$ cat src/rtl/i3c_pkg.sv
// Shared types and constants for the I3C bus monitor.
package i3c_pkg;

    typedef enum logic [1:0] {
        MonIdle        = 2'd0,
        MonActive      = 2'd1,
        MonBusFreeWait = 2'd2
    } i3c_mon_state_e;

    localparam int unsigned I3cFrameBits = 9;

endpackage

$ cat src/rtl/i3c_mon_sync.sv
// SyncStages-deep two-bit synchroniser for the SCL/SDA lines; flops reset to
// the bus-idle level so a reset never looks like a bus condition.
module i3c_mon_sync #(
    parameter int SyncStages = 2
) (
    input  logic       clk_i,
    input  logic       rst_ni,
    input  logic [1:0] d_i,
    output logic [1:0] q_o
);

    logic [SyncStages-1:0][1:0] stage_r;

    // Shift the raw line levels through the synchroniser chain.
    always_ff @(posedge clk_i or negedge rst_ni) begin
        if (!rst_ni) begin
            stage_r <= {SyncStages{2'b11}};
        end else begin
            stage_r <= {stage_r[SyncStages-2:0], d_i};
        end
    end

    assign q_o = stage_r[SyncStages-1];

endmodule

$ cat src/rtl/i3c_bus_monitor.sv
// Passive I3C bus observer: detects START/RSTART/STOP and decodes 9-bit frames.
// Optional bus-free idle timer: define I3C_BUS_MONITOR_IDLE_TIMER_EN.
module i3c_bus_monitor
    import i3c_pkg::*;
#(
    parameter int SyncStages = 2,
    parameter int IdleCycles = 16
) (
    input  logic       clk_i,
    input  logic       rst_ni,
    input  logic       scl_i,
    input  logic       sda_i,
    output logic       start_det_o,
    output logic       rstart_det_o,
    output logic       stop_det_o,
    output logic       byte_valid_o,
    output logic [7:0] byte_o,
    output logic       ninth_bit_o,
    output logic       byte_is_addr_o,
    output logic       frame_err_o,
    output logic       bus_active_o
);

    logic [1:0]              sync_s;
    logic                    s_scl_s;
    logic                    s_sda_s;
    logic                    p_scl_r;
    logic                    p_sda_r;
    logic                    scl_rise_s;
    logic                    scl_high_s;
    logic                    start_s;
    logic                    stop_s;
    logic [3:0]              cnt_next_s;
    i3c_mon_state_e          state_r;
    logic [3:0]              bit_cnt_r;
    logic [I3cFrameBits-2:0] sr_r;
    logic                    addr_flag_r;

`ifdef I3C_BUS_MONITOR_IDLE_TIMER_EN
    localparam int IdleW = $clog2(IdleCycles + 1);
    logic [IdleW-1:0] idle_cnt_r;
    logic [IdleW-1:0] idle_cnt_next_s;
    assign idle_cnt_next_s = idle_cnt_r + IdleW'(1);
`endif

    i3c_mon_sync #(.SyncStages(SyncStages)) u_sync (
        .clk_i  (clk_i),
        .rst_ni (rst_ni),
        .d_i    ({scl_i, sda_i}),
        .q_o    (sync_s)
    );

    assign s_scl_s    = sync_s[1];
    assign s_sda_s    = sync_s[0];
    assign scl_rise_s = !p_scl_r & s_scl_s;
    // Requiring SCL high on both samples rejects simultaneous SCL/SDA changes.
    assign scl_high_s = p_scl_r & s_scl_s;
    assign start_s    = scl_high_s & p_sda_r & !s_sda_s;
    assign stop_s     = scl_high_s & !p_sda_r & s_sda_s;
    assign cnt_next_s = bit_cnt_r + 4'd1;

    // Condition detection, frame capture and registered outputs.
    always_ff @(posedge clk_i or negedge rst_ni) begin
        if (!rst_ni) begin
            p_scl_r        <= 1'b1;
            p_sda_r        <= 1'b1;
            state_r        <= MonIdle;
            bit_cnt_r      <= 4'd0;
            sr_r           <= {(I3cFrameBits-1){1'b0}};
            addr_flag_r    <= 1'b0;
            start_det_o    <= 1'b0;
            rstart_det_o   <= 1'b0;
            stop_det_o     <= 1'b0;
            byte_valid_o   <= 1'b0;
            byte_o         <= 8'd0;
            ninth_bit_o    <= 1'b0;
            byte_is_addr_o <= 1'b0;
            frame_err_o    <= 1'b0;
            bus_active_o   <= 1'b0;
`ifdef I3C_BUS_MONITOR_IDLE_TIMER_EN
            idle_cnt_r     <= IdleW'(0);
`endif
        end else begin
            p_scl_r      <= s_scl_s;
            p_sda_r      <= s_sda_s;
            start_det_o  <= 1'b0;
            rstart_det_o <= 1'b0;
            stop_det_o   <= 1'b0;
            byte_valid_o <= 1'b0;
            frame_err_o  <= 1'b0;
            case (state_r)
                MonIdle: begin
                    if (start_s) begin
                        state_r      <= MonActive;
                        start_det_o  <= 1'b1;
                        bit_cnt_r    <= 4'd0;
                        addr_flag_r  <= 1'b1;
                        bus_active_o <= 1'b1;
                    end else if (stop_s) begin
                        stop_det_o <= 1'b1;
                    end else begin
                        state_r <= MonIdle;
                    end
                end
                MonActive: begin
                    if (start_s) begin
                        rstart_det_o <= 1'b1;
                        frame_err_o  <= (bit_cnt_r != 4'd0);
                        bit_cnt_r    <= 4'd0;
                        addr_flag_r  <= 1'b1;
                    end else if (stop_s) begin
                        stop_det_o  <= 1'b1;
                        frame_err_o <= (bit_cnt_r != 4'd0);
                        bit_cnt_r   <= 4'd0;
`ifdef I3C_BUS_MONITOR_IDLE_TIMER_EN
                        state_r     <= MonBusFreeWait;
                        idle_cnt_r  <= IdleW'(0);
`else
                        state_r      <= MonIdle;
                        bus_active_o <= 1'b0;
`endif
                    end else if (scl_rise_s) begin
                        sr_r <= {sr_r[I3cFrameBits-3:0], s_sda_s};
                        // sr_r holds bits 1..8 when the ninth bit arrives.
                        if (cnt_next_s == 4'(I3cFrameBits)) begin
                            byte_o         <= sr_r;
                            ninth_bit_o    <= s_sda_s;
                            byte_is_addr_o <= addr_flag_r;
                            addr_flag_r    <= 1'b0;
                            byte_valid_o   <= 1'b1;
                            bit_cnt_r      <= 4'd0;
                        end else begin
                            bit_cnt_r <= cnt_next_s;
                        end
                    end else begin
                        state_r <= MonActive;
                    end
                end
`ifdef I3C_BUS_MONITOR_IDLE_TIMER_EN
                MonBusFreeWait: begin
                    if (start_s) begin
                        state_r      <= MonActive;
                        rstart_det_o <= 1'b1;
                        bit_cnt_r    <= 4'd0;
                        addr_flag_r  <= 1'b1;
                        idle_cnt_r   <= IdleW'(0);
                    end else if (stop_s) begin
                        stop_det_o <= 1'b1;
                        idle_cnt_r <= IdleW'(0);
                    end else if (s_scl_s & s_sda_s) begin
                        if (idle_cnt_next_s == IdleW'(IdleCycles)) begin
                            state_r      <= MonIdle;
                            bus_active_o <= 1'b0;
                            idle_cnt_r   <= IdleW'(0);
                        end else begin
                            idle_cnt_r <= idle_cnt_next_s;
                        end
                    end else begin
                        idle_cnt_r <= IdleW'(0);
                    end
                end
`endif
                default: begin
                    state_r      <= MonIdle;
                    bit_cnt_r    <= 4'd0;
                    bus_active_o <= 1'b0;
                end
            endcase
        end
    end

endmodule

$ cat config.mk
export PLATFORM = sky130hd
export DESIGN_NAME = i3c_bus_monitor
export DESIGN_NICKNAME = d
export VERILOG_FILES = /design/src/rtl/i3c_pkg.sv /design/src/rtl/i3c_mon_sync.sv /design/src/rtl/i3c_bus_monitor.sv
export SDC_FILE = /design/constraint.sdc
export NUM_CORES = 1
export LEC_CHECK = 0
export ABC_CLOCK_PERIOD_IN_PS = 1750
export CORE_MARGIN = 5
export CORE_UTILIZATION = 48
export CTS_CLUSTER_SIZE = 14
export DETAILED_ROUTE_END_ITERATION = 12
export GPL_TIMING_DRIVEN = 0
export PLACE_DENSITY = 0.74
export SYNTH_ARGS = -nofsm -noshare
export SYNTH_HDL_FRONTEND = slang
export SYNTH_HIERARCHICAL = 1
export SYNTH_SLANG_ARGS = --single-unit
$ cat constraint.sdc
create_clock -name clk_i -period 1.75 [get_ports clk_i]
set_input_delay 0.2625 -clock clk_i [delete_from_list [all_inputs] [get_ports clk_i]]
set_output_delay 0.2625 -clock clk_i [all_outputs]
set_load 0.05 [all_outputs]
==> results of run 1 <==
==> Yosys cell counts <==
cell	number
a31oi_1	1
buf_12	1
buf_4	2
dfrtp_1	30
a21oi_1	1
inv_1	4
a211oi_1	1
nand3b_1	1
clkbuf_1	2
nand3_1	1
mux2_4	8
nand3_2	1
a211o_2	1
xnor2_1	1
buf_6	1
mux2_2	10
nor3b_1	1
nor2b_1	1
or2_4	1
a21o_1	1
ha_1	2
mux2i_1	1
o21ai_0	2
o22ai_1	1
and2_1	2
dfstp_2	6
and4b_2	1
and4b_1	2
a211oi_4	1
nand2_1	5
nor2_1	8
==> report_power, final <==
| part | switching (mW) | internal (mW) | total, mW |
|---|---|---|---|
| clock network | 0.261 | 0.300 | 0.561 |
| logic | 0.239 | 0.267 | 0.507 |
| registers | 0.123 | 0.971 | 1.09 |
==> layout make-up <==
cell class / count / area [sq um]
Timing Repair Buffer: 28 / 267
Tap cell: 33 / 41.3
Sequential cell: 36 / 910
Buffer: 3 / 26.3
Clock buffer: 6 / 41.3
Clock inverter: 2 / 35.0
Multi-Input combinational cell: 55 / 546
Fill cell: 222 / 1100
Inverter: 4 / 15.0
==> kinds of logic after synthesis <==
group	count (synthesis)
and+or+nand+nor	24
adders and majority gates	2
DFF	36
AOI/OAI and AO/OA	9
xor gates and xnor gates	1
buffers and inverters	10
muxes	19
==> sequential cells by signal (all words and copies together), names as in the netlist <==
signal	flops
bus_active_o	1
u_sync/stage_r	2
p_sda_r	1
ninth_bit_o	1
byte_valid_o	1
byte_is_addr_o	1
bit_cnt_r	4
addr_flag_r	1
p_scl_r	1
start_det_o	1
state_r	1
rstart_det_o	1
sr_r	8
u_sync/q_o	2
byte_o	8
stop_det_o	1
frame_err_o	1
==> routing by layer <==
metal / vias to the layer above / track usage / part of all wire
li1: 403 / - / -
met1: 436 / 0.158 / 0.46
met2: 18 / 0.206 / 0.49
met3: 5 / 0.0564 / 0.037
met4: 0 / 0.0389 / 0.012
met5: - / 0 / 0
==> what timing repair did <==
item                                    4_1_cts  5_1_grt
pin swaps                                     2        5
endpoints found under the hold margin         0        0
endpoints found under the setup margin       20       23
gates cloned                                  1        0
buffers inserted                              5        4
gates resized for setup                      16       16
==> stage by stage <==
step | hold slack [ns] | TNS [ns]
final | -0.0156 | -0.508
after global routing | 0.0233 | -1.39
after CTS | 0.00650 | -0.551
after detailed placement | 0.350 | -0.544
after global placement | 0.347 | -8.73
after floorplan | -0.0331 | 0
==> path summary, 6_finish.rpt <==
kind,from,endpoint,cells after the start
worst min-delay path,rst_ni,sr_r[7]$_DFFE_PN0N_,1
worst max-delay path,bit_cnt_r[0]$_DFFE_PN0P_,byte_is_addr_o$_DFFE_PN0P_,6
max in group asynchronous,rst_ni,bit_cnt_r[2]$_DFFE_PN0P_,1
worst min register to register,u_sync/stage_r[0]$_DFF_PN1_,u_sync/q_o[0]$_DFF_PN1_,0
worst max register to register,bit_cnt_r[0]$_DFFE_PN0P_,byte_is_addr_o$_DFFE_PN0P_,6
min in group clk_i,scl_i,u_sync/stage_r[1]$_DFF_PN1_,1
==> worst max-delay path: stages, from the launching register on <==
cell	delay (ns)
dfrtp_1	0.44
buf_6	0.12
nand3_2	0.06
or2_4	0.27
a211oi_4	0.33
buf_6	0.19
mux2_4	0.30
==> metrics.csv, run 1 <==
metric,value,unit
post-detail-place hpwl,1470,um
Rel. slew slack,0.496,
fmax,551,MHz
first-pass GRT wire length,4130,um
"commonest non-fill, non-tap cell in the layout",dfrtp_1,
pre-CTS setup slack,-0.0715,ns
Synth Area in Compound Gates,0.0496,
Placer Congestion,0.723,
final core occ,0.632,
Die Wd,65.2,um
GR Overflow Total,0,
drt drc,0,
post-route minimum period,1.81,ns
htree depth,2,
Final Cell Area,0.00188,sq mm
Seq cells post-synth,36,
core box area,0.00298,sq mm
CP endpoint kind,flop,
multiplexer share of the synthesized area,0.166,
DRT Pass-1 Iters,3,
Synth area leaders,"dfrtp_1 51%, dfstp_2 11%, mux2_4 8.2%",
maximum VDD drop,531,uV
reg2reg setup slack,-0.06,ns
maxcap violations,0,
top-area cell type share of the netlist area,0.513,
dpl cells,153,
WL final,2330,um
CTS root buf,clkbuf_4,
die area,0.00425,sq mm
Port Buffers,19,
Post-Synthesis Mean Instance Area,14.5,sq um
clk buf depth,2,
Pins Over Slew Limit,0,
dpl cell area,0.00169,sq mm
chip height,65.2,um
final non-filler cell total,167,
CTS sink count,36,
initial cell density of the core,0.492,
Final period util,1.04,
"Clk pin slew, worst setup/hold paths",0.11,ns
Routed Antenna Nets,0,
# rows,20,
Total GRT Usage,0.129,
syn_nets,107,
vias in the first global route,902,
via count,862,
Power Dens Cells,1150,mW/mm^2
Final setup viols,10,
min setup slack post-route,-0.0650,ns
mapped cell area,0.00146,sq mm
crit path launch type,flop,
crit path DAT,2.04,ns
# hold bufs at CTS,0,
HP Class,input port to asynchronous set/reset pin,
Simple-Gate Fraction of Synth Area,0.0940,
Via density,5.16,
outcome,finished with violations,
proportion of layout cells with a drive suffix above 1,0.410,
violated checks,"hold timing, setup timing",
Ports,20,
post-synthesis sequential area ratio,0.621,
Adder-Cell Fraction of Synth Area,0.0171,
Worst Path Required,1.97,ns
largest net degree at the start of global routing,37,
ANT cells,0,
Final Hold Fails,22,
PnR Total Power,2.16,mW
post-synthesis cell count,101,
Setup CP Type,flop to flop,
"commonest cells after routing, fill and taps aside","29 x dfrtp_1, 11 x dlygate4sd2_1, 10 x mux2_4",
Worst-Skew Late Latency,0.33,ns
RSZ-0062 raised after global routing,yes,
Slew @ Worst Pin,0.756,ns
xor and xnor area share after synthesis,0.00598,
"area leader, netlist",dfrtp_1,
antenna violations before repair,0,
Clock Skew,0.00809,ns
Initial DRC Count,20,
Fin Hold WS,-0.0156,ns
CP max FO,5,
Netlist cell types,31,
synthesis-to-finish area growth,28.5,%
Leakage,1.01,nW
routed length per instance,13.9,um
synth warn,6,
Final #Nets,139,
largest family of logic cells by synthesized area,multiplexers,
Inserted Clock Buffers,5,
TritonCTS clock tree,done,
Note: power is estimated with default switching activity, not from simulation.
==> run 2, diff against run 1 <==
- RECOVER_POWER: not set -> 50
==> metrics.csv, run 2 (synthesis results as in run 1) <==
metric,value,unit,change
Ports,20,,unchanged
RSZ-0062 raised after global routing,yes,,unchanged
Fin Setup TNS,-0.508,ns,unchanged
fmax,551,MHz,unchanged
Initial DRC Count,20,,unchanged
Routed Antenna Nets,0,,unchanged
outcome,finished with violations,,unchanged
Setup CP Type,flop to flop,,unchanged
violated checks,setup timing,,"was hold timing, setup timing"
Final period util,1.04,,unchanged
Placer Congestion,0.723,,unchanged
Slowest cell on crit path,dfrtp_1,,unchanged
Total GRT Usage,0.129,,unchanged
Final Cell Area,0.00188,sq mm,unchanged
Leakage,1.01,nW,about the same
"Clk pin slew, worst setup/hold paths",0.11,ns,about the same
reg2reg start,bit_cnt_r[0]$_DFFE_PN0P_,,unchanged
Slew @ Worst Pin,0.846,ns,was 0.756 ns
HP Class,input port to asynchronous set/reset pin,,unchanged
largest registers,"byte_o (8), sr_r (8), bit_cnt_r (4)",,unchanged
cell family contributing the most delay on the critical path,flip-flops,,unchanged
first-pass GRT wire length,4130,um,unchanged
min setup slack post-route,-0.0650,ns,unchanged
GR Overflow Total,0,,unchanged
crit path launch type,flop,,unchanged
final non-filler cell total,167,,unchanged
crit path DAT,2.04,ns,about the same
Fin Hold WS,0.0131,ns,was -0.0156 ns
Power Dens Cells,1150,mW/mm^2,about the same
worst path cell trace,buf_6 > nand3_2 > or2_4 > a211oi_4 > buf_6 > mux2_4,,unchanged
critical path startpoint,bit_cnt_r[0]$_DFFE_PN0P_,,unchanged
dpl cells,153,,unchanged
CP max FO,5,,unchanged
maximum VDD drop,531,uV,about the same
CTS sink count,36,,unchanged
CTS root buf,clkbuf_4,,unchanged
WP buf/inv,2,,unchanged
Inserted Clock Buffers,5,,unchanged
Worst-Skew Late Latency,0.33,ns,about the same
Final #Nets,139,,unchanged
Final setup viols,10,,unchanged
largest net degree at the start of global routing,37,,unchanged
core box area,0.00298,sq mm,unchanged
Pins Over Slew Limit,0,,unchanged
clk buf depth,2,,unchanged
proportion of layout cells with a drive suffix above 1,0.410,,unchanged
via count,862,,unchanged
ANT cells,0,,unchanged
routed length per instance,13.9,um,unchanged
die area,0.00425,sq mm,unchanged
"commonest non-fill, non-tap cell in the layout",dfrtp_1,,unchanged
TritonCTS clock tree,done,,unchanged
"commonest cells after routing, fill and taps aside","29 x dfrtp_1, 11 x dlygate4sd2_1, 10 x mux2_4",,unchanged
Final Hold Fails,0,,was 22
post-route minimum period,1.81,ns,unchanged
Via density,5.16,,unchanged
synthesis-to-finish area growth,28.5,%,unchanged
Worst Path Required,1.97,ns,about the same
maxcap violations,0,,unchanged
CP endpoint kind,flop,,unchanged
post-detail-place hpwl,1470,um,unchanged
reg2reg setup slack,-0.06,ns,about the same
chip height,65.2,um,unchanged
WL final,2330,um,unchanged
Clock Skew,0.00809,ns,unchanged
dpl cell area,0.00169,sq mm,unchanged
Port Buffers,19,,unchanged
vias in the first global route,902,,unchanged
DRT Pass-1 Iters,3,,unchanged
Die Wd,65.2,um,unchanged
Rel. slew slack,0.436,,was 0.496
drt drc,0,,unchanged
antenna violations before repair,0,,unchanged
initial cell density of the core,0.492,,unchanged
crit-path max cell delay,0.44,ns,about the same
# rows,20,,unchanged
cell mode on critical path,buf_6,,unchanged
htree depth,2,,unchanged
## run 2: cell count changes in the layout (fill, tap and decap cells not counted)
cell | previous run | this run
buf_2 | 1 | 0
clkbuf_2 | 0 | 1
clkdlybuf4s50_1 | 2 | 0
dlygate4sd3_1 | 0 | 2
## run 2: stage by stage
stage	setup slack [ns]	utilization	power [mW]
after floorplan	0.0463	-	1.39
after global placement	-0.277	0.569	1.50
after detailed placement	-0.0715	0.568	1.52
after CTS	-0.0846	0.614	2.10
after global routing	-0.163	0.632	2.30
final	-0.0650	0.632	2.16
## run 2: final timing paths
path / to / depth (start not counted)
max in group asynchronous: bit_cnt_r[2]$_DFFE_PN0P_ / 1
min in group clk_i: u_sync/q_o[0]$_DFF_PN1_ / 0
hold reg to reg: u_sync/q_o[0]$_DFF_PN1_ / 0
setup reg to reg: byte_is_addr_o$_DFFE_PN0P_ / 6
hold / removal: sr_r[7]$_DFFE_PN0N_ / 1
setup / recovery: byte_is_addr_o$_DFFE_PN0P_ / 6
## run 2: area by class of cell
type	instances	area, sq um
Sequential cell	36	910
Buffer	3	26.3
Inverter	4	15.0
Multi-Input combinational cell	55	546
Tap cell	33	41.3
Clock buffer	6	41.3
Clock inverter	2	35.0
Fill cell	222	1100
Timing Repair Buffer	28	267
## run 2: routing by layer
| metal | routed length [um] | part of all wire | track usage |
|---|---|---|---|
| met1 | 1080 | 0.46 | 0.158 |
| met2 | 1130 | 0.49 | 0.206 |
| met3 | 85 | 0.037 | 0.0564 |
| met4 | 29 | 0.012 | 0.0389 |
| met5 | 0 | 0 | 0 |
## run 2: power breakdown
part | internal [mW] | switching, mW | total (mW)
Combinational | 0.266 | 0.239 | 0.506
Clock | 0.300 | 0.261 | 0.561
Sequential | 0.971 | 0.123 | 1.09
Total | 1.54 | 0.623 | 2.16
## run 2: timing repair
action	4_1_cts	5_1_grt
gates resized for setup	16	16
endpoints found under the setup margin	20	23
hold buffers	0	0
pin swaps	2	5
buffers inserted	5	4
cloned	1	0
